## src/rtl/crtc_pkg.sv

```systemverilog
// Shared types and default timing for the CRTC timing generator.
// The shadowed per-frame timing set is carried as a single packed struct.
package crtc_pkg;

  localparam int CRTC_HW = 8;
  localparam int CRTC_VW = 10;

  typedef struct packed {
    logic [CRTC_HW-1:0] htotal;
    logic [CRTC_HW-1:0] hsync_end;
    logic [CRTC_HW-1:0] hdisp_start;
    logic [CRTC_HW-1:0] hdisp_end;
    logic [CRTC_VW-1:0] vtotal;
    logic [CRTC_VW-1:0] vsync_end;
    logic [CRTC_VW-1:0] vdisp_start;
    logic [CRTC_VW-1:0] vdisp_end;
    logic [CRTC_VW-1:0] raster_line;
    logic               interlace;
    logic               doublescan;
  } crtc_timing_t;

  // 31 kHz line rate, 64x8 = 512 visible dots by 512 visible lines.
  localparam crtc_timing_t CRTC_TIMING_512X512 = '{
    htotal:      8'd83,
    hsync_end:   8'd8,
    hdisp_start: 8'd14,
    hdisp_end:   8'd78,
    vtotal:      10'd564,
    vsync_end:   10'd6,
    vdisp_start: 10'd40,
    vdisp_end:   10'd552,
    raster_line: 10'd0,
    interlace:   1'b0,
    doublescan:  1'b0
  };

endpackage

```

## src/rtl/crtc_phase_acc.sv

```systemverilog
// Fractional dot-clock enable: emits a one-gclk pix_ce each time the
// accumulated phase passes the modulus (every gclk when the modulus is zero).
module crtc_phase_acc #(
  parameter int AW = 20
) (
  input  logic          gclk,
  input  logic          rstn,
  input  logic [AW-1:0] i_acc_inc,
  input  logic [AW-1:0] i_acc_mod,
  output logic          o_pix_ce
);

  logic [AW-1:0] r_acc;
  logic          r_pix_ce;
  logic [AW:0]   w_sum;
  logic [AW-1:0] w_wrap;
  logic          w_hit;

  always_comb begin
    w_sum  = {1'b0, r_acc} + {1'b0, i_acc_inc};
    w_hit  = (w_sum >= {1'b0, i_acc_mod});
    w_wrap = w_sum[AW-1:0] - i_acc_mod;
  end

  // NOTE: state registers use non-blocking assignments so every register in
  // the design samples pre-edge values regardless of statement order.
  always_ff @(posedge gclk) begin
    if (!rstn) begin
      r_acc    <= '0;
      r_pix_ce <= 1'b0;
    end else begin
      r_pix_ce <= w_hit;
      r_acc    <= w_hit ? w_wrap : w_sum[AW-1:0];
    end
  end

  assign o_pix_ce = r_pix_ce;

endmodule

```

## src/rtl/crtc_timing_gen.sv

```systemverilog
// CRTC raster timing: dot/character/line counters, sync/blank/de flags,
// line-buffer addressing and raster interrupt, all advancing on pix_ce.
module crtc_timing_gen
  import crtc_pkg::*;
#(
  parameter int HW   = CRTC_HW,
  parameter int VW   = CRTC_VW,
  parameter int AW   = 20,
  parameter int DOTS = 8,
  parameter int LW   = 10
) (
  input  logic          gclk,
  input  logic          rstn,
  input  logic [AW-1:0] i_acc_inc,
  input  logic [AW-1:0] i_acc_mod,
  input  logic          i_interlace,
  input  logic          i_doublescan,
  input  logic [HW-1:0] i_htotal,
  input  logic [HW-1:0] i_hsync_end,
  input  logic [HW-1:0] i_hdisp_start,
  input  logic [HW-1:0] i_hdisp_end,
  input  logic [VW-1:0] i_vtotal,
  input  logic [VW-1:0] i_vsync_end,
  input  logic [VW-1:0] i_vdisp_start,
  input  logic [VW-1:0] i_vdisp_end,
  input  logic [VW-1:0] i_raster_line,
  output logic          o_pix_ce,
  output logic [HW-1:0] o_hcount,
  output logic [VW-1:0] o_vcount,
  output logic          o_hsync,
  output logic          o_vsync,
  output logic          o_hblank,
  output logic          o_vblank,
  output logic          o_de,
  output logic          o_hcomp,
  output logic          o_vcomp,
  output logic          o_field,
  output logic          o_raster_irq,
  output logic          o_line_sel,
  output logic [LW-1:0] o_line_addr
);

  localparam int DW = (DOTS > 1) ? $clog2(DOTS) : 1;
  localparam logic [DW-1:0] DOT_LAST = DW'(DOTS - 1);

  crtc_timing_t  w_live, r_tim, w_tim_nx;
  logic [DW-1:0] r_dot;
  logic [HW-1:0] r_hcount, w_hcount_nx;
  logic [VW-1:0] r_vcount, w_vcount_nx;
  logic [VW:0]   w_vlast;
  logic          r_rep, r_field, r_line_sel;
  logic          r_hsync, r_vsync, r_hblank, r_vblank, r_de;
  logic [LW-1:0] r_line_addr;
  logic          w_pix_ce, w_dot_last, w_hcomp, w_vcomp, w_v_adv, w_irq;
  logic          w_hblank_nx, w_vblank_nx;

  crtc_phase_acc #(.AW(AW)) u_phase_acc (
    .gclk      (gclk),
    .rstn      (rstn),
    .i_acc_inc (i_acc_inc),
    .i_acc_mod (i_acc_mod),
    .o_pix_ce  (w_pix_ce)
  );

  assign w_live = '{
    htotal:      i_htotal,
    hsync_end:   i_hsync_end,
    hdisp_start: i_hdisp_start,
    hdisp_end:   i_hdisp_end,
    vtotal:      i_vtotal,
    vsync_end:   i_vsync_end,
    vdisp_start: i_vdisp_start,
    vdisp_end:   i_vdisp_end,
    raster_line: i_raster_line,
    interlace:   i_interlace,
    doublescan:  i_doublescan
  };

  // NOTE: every always_comb output gets a default before any branch, so no
  // path can leave a value unassigned and infer a latch.
  always_comb begin
    w_vlast    = {1'b0, r_tim.vtotal} + (VW+1)'(r_tim.interlace & r_field);
    w_dot_last = (r_dot == DOT_LAST);
    w_hcomp    = w_pix_ce & w_dot_last & (r_hcount == r_tim.htotal);
    w_v_adv    = ~r_tim.doublescan | r_rep;
    w_vcomp    = w_hcomp & w_v_adv & ({1'b0, r_vcount} == w_vlast);
    // The frame boundary hands the fresh inputs to the first position of the
    // next frame, so flags there already reflect the new timing.
    w_tim_nx   = w_vcomp ? w_live : r_tim;

    w_hcount_nx = r_hcount;
    if (w_hcomp)
      w_hcount_nx = '0;
    else if (w_pix_ce && w_dot_last)
      w_hcount_nx = r_hcount + HW'(1);

    w_vcount_nx = r_vcount;
    if (w_vcomp)
      w_vcount_nx = '0;
    else if (w_hcomp && w_v_adv)
      w_vcount_nx = r_vcount + VW'(1);

    w_irq       = w_hcomp & w_v_adv & (w_vcount_nx == w_tim_nx.raster_line);
    w_hblank_nx = ~((w_hcount_nx >= w_tim_nx.hdisp_start) &&
                    (w_hcount_nx <  w_tim_nx.hdisp_end));
    w_vblank_nx = ~((w_vcount_nx >= w_tim_nx.vdisp_start) &&
                    (w_vcount_nx <  w_tim_nx.vdisp_end));
  end

  always_ff @(posedge gclk) begin
    if (!rstn) begin
      r_tim       <= w_live;
      r_dot       <= '0;
      r_hcount    <= '0;
      r_vcount    <= '0;
      r_rep       <= 1'b0;
      r_field     <= 1'b0;
      r_line_sel  <= 1'b1;
      r_hsync     <= 1'b0;
      r_vsync     <= 1'b0;
      r_hblank    <= 1'b1;
      r_vblank    <= 1'b1;
      r_de        <= 1'b0;
      r_line_addr <= '0;
    end else begin
      r_tim <= w_tim_nx;
      if (w_pix_ce) begin
        r_dot    <= w_dot_last ? '0 : r_dot + DW'(1);
        r_hcount <= w_hcount_nx;
        r_vcount <= w_vcount_nx;
        r_hsync  <= (w_hcount_nx < w_tim_nx.hsync_end);
        r_vsync  <= (w_vcount_nx < w_tim_nx.vsync_end);
        r_hblank <= w_hblank_nx;
        r_vblank <= w_vblank_nx;
        r_de     <= ~w_hblank_nx & ~w_vblank_nx;
      end
      if (w_hcomp) begin
        r_line_sel <= ~r_line_sel;
        // Second pass of a doubled line clears the bit and lets vcount move.
        r_rep      <= r_tim.doublescan & ~r_rep;
      end
      if (w_vcomp)
        r_field <= w_live.interlace & ~r_field;
      if (w_hcomp)
        r_line_addr <= '0;
      else if (w_pix_ce && r_de && !(&r_line_addr))
        r_line_addr <= r_line_addr + LW'(1);
    end
  end

  assign o_pix_ce     = w_pix_ce;
  assign o_hcount     = r_hcount;
  assign o_vcount     = r_vcount;
  assign o_hsync      = r_hsync;
  assign o_vsync      = r_vsync;
  assign o_hblank     = r_hblank;
  assign o_vblank     = r_vblank;
  assign o_de         = r_de;
  assign o_hcomp      = w_hcomp;
  assign o_vcomp      = w_vcomp;
  assign o_field      = r_field;
  assign o_raster_irq = w_irq;
  assign o_line_sel   = r_line_sel;
  assign o_line_addr  = r_line_addr;

endmodule

```

## config.mk

```make
export PLATFORM = sky130hd
export DESIGN_NAME = crtc_timing_gen
export DESIGN_NICKNAME = d
export VERILOG_FILES = /design/src/rtl/crtc_pkg.sv /design/src/rtl/crtc_phase_acc.sv /design/src/rtl/crtc_timing_gen.sv
export SDC_FILE = /design/constraint.sdc
export NUM_CORES = 1
export LEC_CHECK = 0
export BUFFER_PORTS_ARGS = -buffer_cell sky130_fd_sc_hd__buf_2
export CAP_MARGIN = 15
export CORE_MARGIN = 5
export CORE_UTILIZATION = 40
export CTS_BUF_LIST = sky130_fd_sc_hd__clkbuf_8
export DETAILED_ROUTE_END_ITERATION = 8
export GPL_TIMING_DRIVEN = 0
export SYNTH_ARGS = -nofsm -noshare
export SYNTH_HDL_FRONTEND = slang
export SYNTH_HIERARCHICAL = 1
export SYNTH_SLANG_ARGS = --single-unit
export TNS_END_PERCENT = 10
```

## constraint.sdc

```tcl
create_clock -name gclk -period 5.02 [get_ports gclk]
set_clock_uncertainty 0.1 [all_clocks]
set_input_delay 0.502 -clock gclk [delete_from_list [all_inputs] [get_ports gclk]]
set_output_delay 0.502 -clock gclk [all_outputs]
set_load 0.03 [all_outputs]
```

==> results of run 1 <==
[sequential cells by signal (all words and copies together) (netlist names)]
register              flops
r_dot                     3
o_hblank                  1
o_vcount                 10
o_hcount                  8
o_hsync                   1
o_line_sel                1
o_vblank                  1
r_tim                    84
o_field                   1
o_vsync                   1
o_de                      1
u_phase_acc/o_pix_ce      1
r_rep                     1
o_line_addr              10
u_phase_acc/r_acc        20
[repair_timing]
| item | 4_1_cts | 5_1_grt |
|---|---|---|
| setup endpoints to repair | 0 | 22 |
| buffers inserted | 0 | 3 |
| resized for setup | 0 | 11 |
[cell usage after synthesis (3+ instances only)]
cell type and count:
ha_1 96, nor3b_1 3, a211oi_1 11, o21a_1 3, a31oi_1 5, buf_2 12, buf_6 3, clkbuf_1 12
nand2b_1 13, a311oi_1 4, o21ai_1 4, edfxtp_1 20, and4_1 3, dfxtp_1 124, mux2i_1 72, xor2_1 33
o31ai_1 3, a21o_1 22, nor3_1 16, inv_1 44, and2_1 26, a21oi_1 44, o211ai_1 3, nand2_1 59
nor4_1 6, nand3_1 31, and3_1 13, xnor2_1 48, o21ai_0 40, o21bai_1 3, or2_2 4, mux2_2 64
nand4_1 21, nor2b_1 13, nor2_1 92
[worst paths after layout]
path                                   to  slack (ps)  cells past startpoint
worst max-delay path                 o_de         350                     21
worst min-delay path             r_tim[5]         170                      3
worst max register to register       o_de         350                     21
worst min register to register  r_tim[54]         390                      1
[cell type report]
class | instances | share of cell area [%]
inverters | 45 | 1.48
plain buffers | 32 | 1.59
flip-flops and latches | 144 | 27.1
repair buffers | 168 | 7.44
well taps | 324 | 3.56
clock buffers | 17 | 2.05
clock inverters | 15 | 1.53
diodes | 1 | 0.0220
multi-input cells | 812 | 55.3
[tightest hold or removal path: cells and delay by family]
kind / cells / cell delay, ps
buffers and inverters: 1 / 100
AO/OA/AOI/OAI: 1 / 50
AND/OR/NAND/NOR: 1 / 40
[power by group through the flow]
stage | Sequential (mW) | Clock [mW] | Combinational [mW]
finish | 1.38 | 0.989 | 2.53
global route | 1.40 | 1.07 | 2.84
CTS | 1.39 | 1.02 | 2.53
detailed placement | 1.41 | 0 | 2.51
global placement | 1.41 | 0 | 2.47
floorplan | 1.41 | 0 | 2.01
[metrics by stage]
step                hold WS, ps  utilization, %  setup TNS [ps]
floorplan                   349               -               0
global placement            356            45.3            -860
detailed placement          369            45.3            -499
CTS                         140            47.0               0
global route                133            47.3           -19.0
finish                      172            47.3               0
[kinds of logic (layout without fill, tap and decap cells)]
kind of cell    count (synthesis)  count (layout)  share of synthesized area [%]
buf+inv                        78             277                           3.66
mux                           136             136                           14.9
xor+xnor                       81              81                           7.32
compound gates                176             176                           12.3
simple gates                  320             320                           17.1
other cells                     0               1                              0
flops                         144             144                           31.8
fa+ha+maj                      99              99                           12.9
[routing by layer]
layer	GRT usage, %	vias to the layer above	routed length (um)
li1	-	4102	-
met1	23.7	3782	11800
met2	30.0	158	12200
met3	4.36	22	1230
met4	4.63	2	295
met5	0	-	13
==> metrics.txt, run 1 <==
Worst EP required 5270 ps; Reg power frac 28.2%; worst setup path startpoint r_dot[0]; buffers added on ports 164; Top delay family on crit path simple AND/OR/NAND/NOR gates; asr flop ratio synth 0%; fillers 2,468; Slew @ Worst Pin 1170 ps; final antenna-violating net count 0; initial antenna violation count 2; Max rail drop VDD 0.302 mV; fmax 214 MHz; commonest non-fill, non-tap cell in the layout buf_2; Pwr Density 430 nW/um^2; leading area contributor after synthesis dfxtp_1; sw power 1.99 mW; vias in the first global route approximately 7,800; crit end category flop; Reg clk slew, reported paths 90 ps; GRT Util Overall 18.1%; Clk Latency, worst-skew pair 460 ps; CP max-delay cell nor4_1; Sequential Area around 3000 sq um; CP dominant cell by count ha_1; relative slew slack 21.6%; grt ovf 0; origin of the critical flop-to-flop path r_dot[0]; Final Non-Filler Cells 1,558; # IOs between 150 and 200; Final WS setup 354 ps; Worst Setup Start Kind flop; CP max FO 10; placed cell areas 10,900 sq um; standard-cell rows 57; clock buffer depth 2; WP data arrival 4920 ps; largest net degree at the start of global routing 30; CTS root buffer clkbuf_8; Logic pwr share 51.6%; CTS sink cnt 144; RSZ-0062 raised after global routing yes; Net count, final 1,444; Pint 2.91 mW; DRT iter0 DRCs 420; initial core utilization between 40% and 50%; first-pass GRT wire length between 40,000 and 50,000 um; die area roughly 27,000 sq um; total power 4.90 mW; total wire length 25,500 um; Synth area leaders dfxtp_1, ha_1, mux2i_1; share of layout cells above drive strength 1 between 20 and 30%; max incr delay on CP 980 ps; Sw Share 40.5%; Setup CP Type reg2reg; area of the multi-input gates 6300 sq um; Tmin final between 4000 and 5000 ps; number of hold violations in the final report 0; register area share after synthesis around a third; post-synthesis cell type count 85; MaxCap Viol Count 0; CORE AREA 24,100 sq um; crit path buf inv count 3; HPWL Detailed just over 20,000 um; Hold Crit Start i_raster_line[3]; Chip Height 166 um; Setup-failing EPs final 0; most common flop cell mapped by yosys dfxtp_1; FF+latch count, synth 144; Final Max Tran Viols 0; Syn Area/Cell 9.37 sq um; Syn Nets 1,258; outcome finished, final reports clean; CTS Hold Bufs 0; Chip Width 166 um; share of the synthesized area in the top cell type 25.6%; Area Growth Syn to Fin 17.7%; Tcrit/Tclk final 93.0%; htree depth 4; total number of vias 8,066; Worst Hold Class in2reg; Post-Place Cells 1,522; Post-Synthesis Cells 1,034; TritonCTS Buffers 17; Clock power frac 20.2%; Leak around 5.5 nW; worst path cell trace ha_1 -> ha_1 -> and2_4 -> buf_8 -> nand2_4 -> nor4_1 -> nand4_1 -> buf_4 -> buf_2 -> nand2_1 -> nand2_1 -> ha_1 -> nand2b_1 -> a21o_1 -> a21o_1 -> a211oi_1 -> o211ai_1 -> nand4_1 -> a311o_1 -> a21oi_1 -> a32o_1; EDFF count, synth 20; dpl ws -57.5 ps; cell area after synthesis roughly 9700 sq um; Finished Cell Area 11,400 sq um; commonest cells after routing, fill and taps aside buf_2, dfxtp_1, ha_1, nor2_1, mux2i_1; CTS tree built; DRC 0; Ys Warns 6; wire per inst around 16 um; vias per cell 5.18; GPL Wtd Cong between 0.8 and 0.9; TritonRoute pass-1 iters 4
No activity file was read; power rests on OpenSTA's default activity.
==> run 2: changes to the inputs <==
--- a/config.mk
+++ b/config.mk
@@ -7,7 +7,7 @@
 export LEC_CHECK = 0
 export BUFFER_PORTS_ARGS = -buffer_cell sky130_fd_sc_hd__buf_2
 export CAP_MARGIN = 15
-export CORE_MARGIN = 5
+export CORE_MARGIN = 8
 export CORE_UTILIZATION = 40
 export CTS_BUF_LIST = sky130_fd_sc_hd__clkbuf_8
 export DETAILED_ROUTE_END_ITERATION = 8
==> constraint.sdc (replaced) <==
create_clock -name gclk -period 5.02 [get_ports gclk]
set_clock_uncertainty 0.1 [all_clocks]
set_input_delay 0.502 -clock gclk [delete_from_list [all_inputs] [get_ports gclk]]
set_output_delay 0.502 -clock gclk [all_outputs]
set_load 0.005 [all_outputs]
==> run 2 against run 1 <==
Against the previous run: maximum frequency is 0.73% higher; die area is 7.4% higher; utilization is 0.18 points higher; cell area hardly changed; sequential share of layout area hardly changed; sequential power hardly changed; register-to-register slack better by 30 ps; worst hold slack better by 7.5 ps; clock power is 0.8% lower; sequential cell count stayed put; clock-buffer cell count is 2 higher; combinational power hardly changed.
==> metrics.txt, run 2 (synthesized netlist as in run 1, its figures left out) <==
area of the multi-input gates 6300 sq um; Tcrit/Tclk final 92.3%; CP max FO 10; CTS tree built; share of layout cells above drive strength 1 between 20 and 30%; Chip Width 172 um; vias in the first global route 7,814; vias per cell 5.15; r2r setup slk slightly below 400 ps; TritonRoute pass-1 iters 5; HPWL Detailed 20,600 um; Max rail drop VDD roughly 0.31 mV; GPL Wtd Cong 0.833; total wire length 25,800 um; DRT iter0 DRCs 351; worst hold slack between 150 and 200 ps; Area Growth Syn to Fin 17.7%; Pwr Density 428 nW/um^2; commonest non-fill, non-tap cell in the layout buf_2; Final Max Tran Viols 0; final antenna-violating net count 0; Top delay family on crit path simple AND/OR/NAND/NOR gates; GRT Util Overall roughly 17%; fmax 216 MHz; MaxCap Viol Count 0; Most flops, register r_tim; Leak 5.51 nW; relative slew slack 50.2%; Hold Crit Start i_raster_line[3]; DRC 0; CP max-delay cell nor4_4; grt ovf 0; CTS sink cnt between 100 and 150; CORE AREA 24,000 sq um; Tmin final approximately 4600 ps; TritonCTS Buffers 17; Setup-failing EPs final 0; WP data arrival 4870 ps; Largest register FFs 84; Reg clk slew, reported paths about 90 ps; RSZ-0062 raised after global routing no; initial antenna violation count 1; clock buffer depth 2; htree depth 4; largest net degree at the start of global routing 30; max incr delay on CP 490 ps; wire per inst 16.5 um; total number of vias between 8,000 and 9,000; initial core utilization just over 40%; worst path cell trace and2_1 -> ha_1 -> ha_2 -> inv_1 -> nor4_1 -> a31oi_1 -> nor4_4 -> nand4_1 -> buf_4 -> buf_2 -> nand2_1 -> nand2_1 -> ha_1 -> nand2b_1 -> a21o_1 -> a21o_1 -> a211oi_1 -> o211ai_1 -> nand4_1 -> a311o_1 -> a21oi_1 -> a32o_1; crit path buf inv count 3; Chip Height 172 um; biggest regs r_tim (84), u_phase_acc/r_acc (20); origin of the critical flop-to-flop path o_field; Final WS setup 387 ps; crit end category flop; Net count, final roughly 1,400; Setup CP Type reg2reg; hold endpoint r_tim[5]; Worst EP required 5260 ps; Worst Setup Start Kind flop; Sequential Area 3080 sq um; R2R cell count 22; Worst Hold Class in2reg; CTS root buffer clkbuf_8; fillers 2,390; Reg2Reg Capture Point o_de; # IOs 165; Final Non-Filler Cells approximately 1,600; Hold Path Depth 3; number of hold violations in the final report 0; buffers added on ports 164; Slew @ Worst Pin 741 ps; CTS Hold Bufs 0; commonest cells after routing, fill and taps aside buf_2, dfxtp_1, ha_1, nor2_1, mux2i_1; Setup TNS Final 0 ps; die area 29,500 sq um; Clk Latency, worst-skew pair around 450 ps; Post-Place Cells 1,522; first-pass GRT wire length 40,400 um; outcome finished, final reports clean; dpl ws -147 ps; standard-cell rows 57
-- run 2: cell type report --
cell class / instances / area share [%]
multi-input cells: 812 / 55.2
clock inverters: 13 / 1.33
flip-flops and latches: 144 / 27.0
diodes: 1 / 0.0219
repair buffers: 169 / 7.48
plain buffers: 32 / 1.59
clock buffers: 19 / 2.29
well taps: 324 / 3.55
inverters: 45 / 1.48
-- run 2: worst max path at each step --
stage,to,cells past startpoint,from
after floorplan,u_phase_acc/r_acc[1],21,i_acc_inc[0]
after global placement,u_phase_acc/r_acc[13],18,i_acc_inc[1]
after detailed placement,u_phase_acc/r_acc[13],18,i_acc_inc[1]
after CTS,o_de,22,o_field
after global routing,o_de,20,o_field
final,o_de,22,o_field
-- run 2: power by group --
| group | internal [mW] | switching [mW] |
|---|---|---|
| registers | 1.32 | 0.0634 |
| clock network | 0.479 | 0.502 |
| logic | 1.14 | 1.38 |
-- run 2: layer usage --
layer  routed length (um)  GRT usage (%)  share of wire [%]  vias to the layer above
met4                  286           3.59                1.1                        0
met2                12200           29.1                 47                      166
met1                11800           22.0                 46                     3741
li1                     -              -                  -                     4102
met3                 1570           4.87                6.1                       14
met5                    0              0                  0                        -
-- run 2: timing repair --
action                                  in CTS  in global routing
setup buffers                                0                  3
resized for setup                            0                 10
endpoints found under the setup margin       0                 25
-- run 2: through the flow --
stage,instance area (sq um),total power [mW],utilization (%)
after floorplan,9690,3.40,-
after global placement,10900,3.86,45.4
after detailed placement,10900,3.90,45.4
after CTS,11300,4.91,47.1
after global routing,11400,5.27,47.5
final,11400,4.88,47.5
-- run 2: tightest hold or removal path, stage by stage --
cell and delay, ps:
buf_2 100, nand2_1 40, o21ai_0 50
